===== src/rtl/xsleena_core_rgb_lut_pipe_if.sv =====
// Pixel and table-write bus for the RGB LUT expander.
// The master drives pixels and writes; the slave returns levels and status.
interface xsleena_core_rgb_lut_pipe_if #(
  parameter int IN_W  = 4,
  parameter int OUT_W = 8,
  parameter int NCH   = 3
);
  logic                  pix_valid;
  logic                  blank;
  logic                  dim;
  logic [NCH*IN_W-1:0]   col_in;
  logic                  wr_en;
  logic [1:0]            wr_ch;
  logic [IN_W-1:0]       wr_addr;
  logic [OUT_W-1:0]      wr_data;
  logic                  wr_ready;
  logic                  busy;
  logic                  out_valid;
  logic [NCH*OUT_W-1:0]  col_out;

  modport master (
    output pix_valid, blank, dim, col_in,
    output wr_en, wr_ch, wr_addr, wr_data,
    input  wr_ready, busy, out_valid, col_out
  );

  modport slave (
    input  pix_valid, blank, dim, col_in,
    input  wr_en, wr_ch, wr_addr, wr_data,
    output wr_ready, busy, out_valid, col_out
  );
endinterface


===== src/rtl/xsleena_core_rgb_lut_pipe.sv =====
// Per-channel writable palette-code to DAC-level expander.
// Two-stage pipeline: table read, then blank/dim shaping.
module xsleena_core_rgb_lut_pipe #(
  parameter int IN_W  = 4,
  parameter int OUT_W = 8,
  parameter int NCH   = 3
) (
  input  logic clk,
  input  logic rst,
  xsleena_core_rgb_lut_pipe_if.slave bus
);
  localparam int DEPTH = 2**IN_W;
  localparam logic [0:0] S_INIT = 1'b0;
  localparam logic [0:0] S_RUN  = 1'b1;

  logic [0:0]           r_state;
  logic [IN_W-1:0]      r_iaddr;
  logic                 w_busy;
  logic [OUT_W-1:0]     w_ramp;
  logic                 w_wen;
  logic [NCH*OUT_W-1:0] w_s1_lvl;
  logic                 r_s1_valid;
  logic                 r_s1_blank;
  logic                 r_s1_dim;
  logic [NCH*OUT_W-1:0] w_s2;
  logic                 r_out_valid;
  logic [NCH*OUT_W-1:0] r_col_out;

  assign w_busy = (r_state == S_INIT);
  assign w_wen  = bus.wr_en && !w_busy
               && ({1'b0, bus.wr_ch} < 3'(NCH));

  // init sequencer: walk every entry once, then run
  always_ff @(posedge clk) begin
    if (rst) begin
      r_state <= S_INIT;
      r_iaddr <= '0;
    end else if (r_state == S_INIT) begin
      r_iaddr <= r_iaddr + IN_W'(1);
      if (r_iaddr == {IN_W{1'b1}})
        r_state <= S_RUN;
    end
  end

  // default level: init code replicated MSB-first
  always_comb begin
    w_ramp = '0;
    for (int j = 0; j < OUT_W; j++)
      w_ramp[OUT_W-1-j] = r_iaddr[IN_W-1-(j % IN_W)];
  end

  for (genvar g = 0; g < NCH; g++) begin : g_ch
    logic [OUT_W-1:0] r_tab [DEPTH];
    logic [OUT_W-1:0] r_lvl;

    // table write: ramp fill while busy, host writes after
    always_ff @(posedge clk) begin
      if (!rst) begin
        if (w_busy)
          r_tab[r_iaddr] <= w_ramp;
        else if (w_wen && bus.wr_ch == 2'(g))
          r_tab[bus.wr_addr] <= bus.wr_data;
      end
    end

    // stage 1 read; old data wins on a same-edge write
    always_ff @(posedge clk) begin
      if (rst)
        r_lvl <= '0;
      else if (bus.pix_valid)
        r_lvl <= w_busy ? '0
               : r_tab[bus.col_in[g*IN_W +: IN_W]];
    end

    assign w_s1_lvl[g*OUT_W +: OUT_W] = r_lvl;
  end

  // stage 1 control travels with its pixel
  always_ff @(posedge clk) begin
    if (rst) begin
      r_s1_valid <= 1'b0;
      r_s1_blank <= 1'b0;
      r_s1_dim   <= 1'b0;
    end else begin
      r_s1_valid <= bus.pix_valid;
      if (bus.pix_valid) begin
        r_s1_blank <= bus.blank;
        r_s1_dim   <= bus.dim;
      end
    end
  end

  // stage 2 shaping: blank beats dim
  always_comb begin
    w_s2 = '0;
    for (int c = 0; c < NCH; c++)
      w_s2[c*OUT_W +: OUT_W] = r_s1_blank ? '0
        : r_s1_dim ? (w_s1_lvl[c*OUT_W +: OUT_W] >> 1)
        : w_s1_lvl[c*OUT_W +: OUT_W];
  end

  // stage 2 register: output holds when no pixel
  always_ff @(posedge clk) begin
    if (rst) begin
      r_out_valid <= 1'b0;
      r_col_out   <= '0;
    end else begin
      r_out_valid <= r_s1_valid;
      if (r_s1_valid)
        r_col_out <= w_s2;
    end
  end

  assign bus.busy      = w_busy;
  assign bus.wr_ready  = !w_busy;
  assign bus.out_valid = r_out_valid;
  assign bus.col_out   = r_col_out;
endmodule


===== src/flat_wrapper.sv =====
// flat-port wrapper written by rule: the top's interface ports become plain ports
module xsleena_core_rgb_lut_pipe_flat 
#(
  parameter int IN_W  = 4,
  parameter int OUT_W = 8,
  parameter int NCH   = 3
)
  (clk, rst, bus_pix_valid, bus_blank, bus_dim, bus_col_in, bus_wr_en, bus_wr_ch, bus_wr_addr, bus_wr_data, bus_wr_ready, bus_busy, bus_out_valid, bus_col_out);
  xsleena_core_rgb_lut_pipe_if #(.IN_W(IN_W), .OUT_W(OUT_W), .NCH(NCH)) bus_i ();
  input  logic clk;
  input  logic rst;
  input wire logic [$bits(bus_i.pix_valid)-1:0] bus_pix_valid;
  input wire logic [$bits(bus_i.blank)-1:0] bus_blank;
  input wire logic [$bits(bus_i.dim)-1:0] bus_dim;
  input wire logic [$bits(bus_i.col_in)-1:0] bus_col_in;
  input wire logic [$bits(bus_i.wr_en)-1:0] bus_wr_en;
  input wire logic [$bits(bus_i.wr_ch)-1:0] bus_wr_ch;
  input wire logic [$bits(bus_i.wr_addr)-1:0] bus_wr_addr;
  input wire logic [$bits(bus_i.wr_data)-1:0] bus_wr_data;
  output wire logic [$bits(bus_i.wr_ready)-1:0] bus_wr_ready;
  output wire logic [$bits(bus_i.busy)-1:0] bus_busy;
  output wire logic [$bits(bus_i.out_valid)-1:0] bus_out_valid;
  output wire logic [$bits(bus_i.col_out)-1:0] bus_col_out;
  assign bus_i.pix_valid = bus_pix_valid;
  assign bus_i.blank = bus_blank;
  assign bus_i.dim = bus_dim;
  assign bus_i.col_in = bus_col_in;
  assign bus_i.wr_en = bus_wr_en;
  assign bus_i.wr_ch = bus_wr_ch;
  assign bus_i.wr_addr = bus_wr_addr;
  assign bus_i.wr_data = bus_wr_data;
  assign bus_wr_ready = bus_i.wr_ready;
  assign bus_busy = bus_i.busy;
  assign bus_out_valid = bus_i.out_valid;
  assign bus_col_out = bus_i.col_out;
  xsleena_core_rgb_lut_pipe #(.IN_W(IN_W), .OUT_W(OUT_W), .NCH(NCH)) u_core (.clk(clk), .rst(rst), .bus(bus_i));
endmodule

===== config.mk =====
export PLATFORM = sky130hd
export DESIGN_NAME = xsleena_core_rgb_lut_pipe_flat
export DESIGN_NICKNAME = d
export VERILOG_FILES = /design/src/rtl/xsleena_core_rgb_lut_pipe_if.sv /design/src/rtl/xsleena_core_rgb_lut_pipe.sv /design/src/flat_wrapper.sv
export SDC_FILE = /design/constraint.sdc
export NUM_CORES = 1
export LEC_CHECK = 0
export ABC_AREA = 1
export BUFFER_PORTS_ARGS = -buffer_cell sky130_fd_sc_hd__buf_2
export CORE_ASPECT_RATIO = 0.6
export CORE_MARGIN = 2
export CORE_UTILIZATION = 40
export DETAILED_ROUTE_END_ITERATION = 8
export GPL_TIMING_DRIVEN = 0
export PLACE_DENSITY_LB_ADDON = 0.2
export SLEW_MARGIN = 0
export SYNTH_ARGS = -nofsm -noshare
export SYNTH_HDL_FRONTEND = slang
export SYNTH_SLANG_ARGS = --single-unit

===== constraint.sdc =====
create_clock -name clk -period 2.81 [get_ports clk]
set_input_delay 0.562 -clock clk [delete_from_list [all_inputs] [get_ports clk]]
set_output_delay 0.562 -clock clk [all_outputs]
set_load 0.01 [all_outputs]

==> metrics.csv <==
stage;metric;value;unit
finish;syn2layout_area_growth;14.7;%
drt;via_per_inst;5.17;
power;p_int;10900;uW
place;dp_cells;2698;
floorplanning;num_io_pins;59;
timing;hold_viol;0;
timing;fmax;369;MHz
power;powerDensity;654;nW/um2
critical_path;path_class;flop to flop;
worst_hold_path;min_to;u_core.r_s1_blank$_SDFFE_PP0P_;
drt;met2WireLength;21.0;mm
logic_synthesis;ys_ff_latch;441;
global_routing;grt_overflow_total;0;
clock_network;tritoncts;yes;
logic_synthesis;synth_edf_count;384;
clock_network;clk_latency;0.58;ns
timing;drv_slew;0;
finish;seqCellArea;12700;um2
logic_synthesis;syn_area_per_cell;9.67;um2
timing;tns;0;ns
power;p_sw_frac;0.245;
run;maxCapViolCount;0;
critical_path;r2r_cells;4;
critical_path;critical_path_required;3.00;ns
drt;wl;57.1;mm
finish;stdcell_area;22100;um2
place;dpl_cell_area;20600;um2
finish;multi_input_area;4980;um2
clock_network;cts_inserted_buffers;44;
logic_synthesis;syn_area;19200;um2
power;p_leak;0.00925;uW
drt;wl_met3;6.37;mm
clock_network;postCtsSetupRepairBufs;0;
clock_network;cts_sinks;441;
finish;layout.nets;2137;
critical_path;critPathMaxFanout;8;
power;p_seq_frac;0.503;
place;gp_congestion;0.919;
timing;worstMarginPinSlew;1.05;ns
floorplanning;initial_utilization;0.404;
critical_path;cpMaxStageDelayCell;nor2_1;
clock_network;htreeDepth;2;
timing;finClkSkew;0.0190;ns
place;dp_hpwl;41.0;mm
floorplanning;die_area;49900;um2
logic_synthesis;ys_async_sr_fraction;0;
critical_path;cp_cell_sequence;nand4_2, o21ai_1, nand3_1, nor2_1;
finish;final_cells;2780;
power;pwr-share-comb;0.077;
logic_synthesis;seq_area_frac_synth;0.659;
timing;post-route-period-util;0.964;
timing;slew_headroom;0.298;
finish;drive_gt1_frac;0.100;
power;ir_drop;377;uV
floorplanning;die_w;287;um
critical_path;critPathLaunchType;flop;
drt;ant_nets;0;
global_routing;grt_pass1_vias;13200;
logic_synthesis;yosysTopAreaCell;edfxtp_1;
drt;drt-met1-wl;28.8;mm
place;io_buffers;48;
global_routing;grt_first_pass_wirelength;85.2;mm
power;clock_power_share;0.420;
logic_synthesis;synth_top_area_share;0.600;
worst_hold_path;worstHoldStart;bus_blank;
logic_synthesis;ys_warn_count;0;
worst_hold_path;whs_path_depth;3;
logic_synthesis;synth-main-ff-cell;edfxtp_1;
floorplanning;coreArea;47600;um2
logic_synthesis;yosys.cell_types.count;29;
logic_synthesis;syn_inst;1989;
logic_synthesis;mappedNetlistNets;2022;
logic_synthesis;synthTopCellsByArea;edfxtp_1 60%, nand2_1 12%, nand3_1 7.8%, inv_1 6.4%, dfxtp_1 5.9%;
drt;drc;0;
critical_path;rrSetupSlack;0.10;ns
drt;routedWlPerCell;20.5;um
timing;setup_violations;0;
logic_synthesis;synth_commonest_cells;626 x nand2_1, 384 x edfxtp_1, 328 x inv_1, 301 x nand3_1, 57 x dfxtp_1;
critical_path;cp.arrival;2.90;ns
logic_synthesis;yosys.cell_count.top_type;nand2_1;
finish;final_core_utilization;0.463;
global_routing;grt_usage;0.230;
clock_network;cts_buffer_depth;3;
clock_network;root_buffer;clkbuf_16;
finish;num-fill-cells;4505;
timing;rsz0062_at_grt;no;
critical_path;slowest_delay;0.72;ns
drt;dr.pass1.iters;5;
global_routing;grt_antenna_before_repair;0;
power;power.switching;3540;uW
run_status;outcome;completed;
drt;num_vias;14400;
critical_path;cp-end-kind;flop;
floorplanning;num_rows;62;
timing;period_minus_slack;2.71;ns
global_routing;grt_max_degree;17;
critical_path;r2r-end;u_core.g_ch[1].r_tab[10][2]$_DFFE_PP_;
clock_network;clkTransAtPathRegs;0.07;ns
drt;maxUsedRoutingLayer;met4;
critical_path;reg2reg_from;u_core.bus.wr_ready$_SDFF_PP0_;
drt;drtIter0Drc;1860;
floorplanning;fp.dieH;174;um
worst_hold_path;hold_class;primary input to flop;
==> what timing repair did <==
action | 4_1_cts | 5_1_grt
cloned | 0 | 0
hold buffers | 0 | 0
setup endpoints to repair | 16 | 38
gates resized for setup | 3 | 6
==> stage by stage <==
step                hold WS, ns  total power (uW)  setup slack, ns
finish                    0.269             14400            0.102
global route              0.276             14900           0.0117
CTS                       0.245             14500           0.0326
detailed placement        0.457              8480           -0.371
global placement          0.453              8420            -1.16
floorplan                 0.442              7990            0.367
==> power groups by stage <==
| stage | Clock, uW | Sequential [uW] | Combinational (uW) |
|---|---|---|---|
| floorplan | 0 | 7400 | 587 |
| global placement | 0 | 7420 | 1010 |
| detailed placement | 0 | 7400 | 1080 |
| CTS | 6120 | 7260 | 1090 |
| global route | 6390 | 7270 | 1210 |
| finish | 6060 | 7260 | 1120 |
==> metal layers <==
metal | global-route usage | up-vias
met5 | 0 | -
met4 | 0.0410 | 0
met3 | 0.0633 | 70
met2 | 0.287 | 648
met1 | 0.387 | 6967
li1 | - | 6677
==> worst max path at each step <==
stage                                    from                                    end  slack [ns]
5_1_grt        u_core.bus.wr_ready$_SDFF_PP0_   u_core.g_ch[1].r_tab[0][3]$_DFFE_PP_        0.01
2_1_floorplan                             rst  u_core.g_ch[1].r_tab[12][0]$_DFFE_PP_        0.37
3_3_place_gp                        bus_wr_en   u_core.g_ch[0].r_tab[2][1]$_DFFE_PP_       -1.16
6_report       u_core.bus.wr_ready$_SDFF_PP0_  u_core.g_ch[1].r_tab[10][2]$_DFFE_PP_        0.10
4_1_cts        u_core.bus.wr_ready$_SDFF_PP0_  u_core.g_ch[1].r_tab[15][7]$_DFFE_PP_        0.03
3_5_place_dp                              rst  u_core.g_ch[1].r_tab[12][1]$_DFFE_PP_       -0.37
==> placed cells by master, fill, tap and decap left out, types with 5 or more instances in the layout <==
master / instances
clkbuf_1: 59
buf_1: 14
o21ai_0: 7
buf_8: 8
o21ai_2: 20
nor3_2: 6
o21ai_1: 15
dfxtp_1: 57
a21oi_1: 52
nor2_1: 45
edfxtp_1: 384
buf_6: 7
clkinv_1: 8
buf_2: 72
inv_1: 328
buf_4: 7
nand2_1: 626
clkbuf_16: 44
clkbuf_8: 5
clkinv_2: 9
inv_2: 10
nand3_1: 301
o211ai_1: 18
==> critical path: cells and delay by family, from the launching register on <==
kind               cells  cell delay, ns
AOI/OAI and AO/OA      1            0.49
DFF                    1            0.49
and+or+nand+nor        3            1.34
==> final cells by class <==
| type | instances | share of cell area |
|---|---|---|
| Clock buffer | 54 | 0.0539 |
| Timing Repair Buffer | 69 | 0.0215 |
| Buffer | 93 | 0.0178 |
| Sequential cell | 441 | 0.574 |
| Tap cell | 640 | 0.0363 |
| Multi-Input combinational cell | 1115 | 0.226 |
| Inverter | 340 | 0.0578 |
| Clock inverter | 27 | 0.0123 |
| Antenna cell | 1 | 0.000113 |
==> state kept, by name (all words and copies together) (netlist names) <==
register,flops
u_core.bus.out_valid,1
u_core.r_s1_valid,1
u_core.g_ch.r_tab,384
u_core.bus.col_out,24
u_core.g_ch.r_lvl,24
u_core.r_iaddr,4
u_core.r_s1_dim,1
u_core.bus.wr_ready,1
u_core.r_s1_blank,1
==> kinds of logic after synthesis <==
group	after synthesis	synth area share
DFF	441	0.659
buffers and inverters	433	0.0868
and+or+nand+nor	997	0.219
adders and majority gates	1	0.000650
xor gates and xnor gates	1	0.000455
AOI/OAI and AO/OA	116	0.0347
No activity file was read; power rests on OpenSTA's default activity.
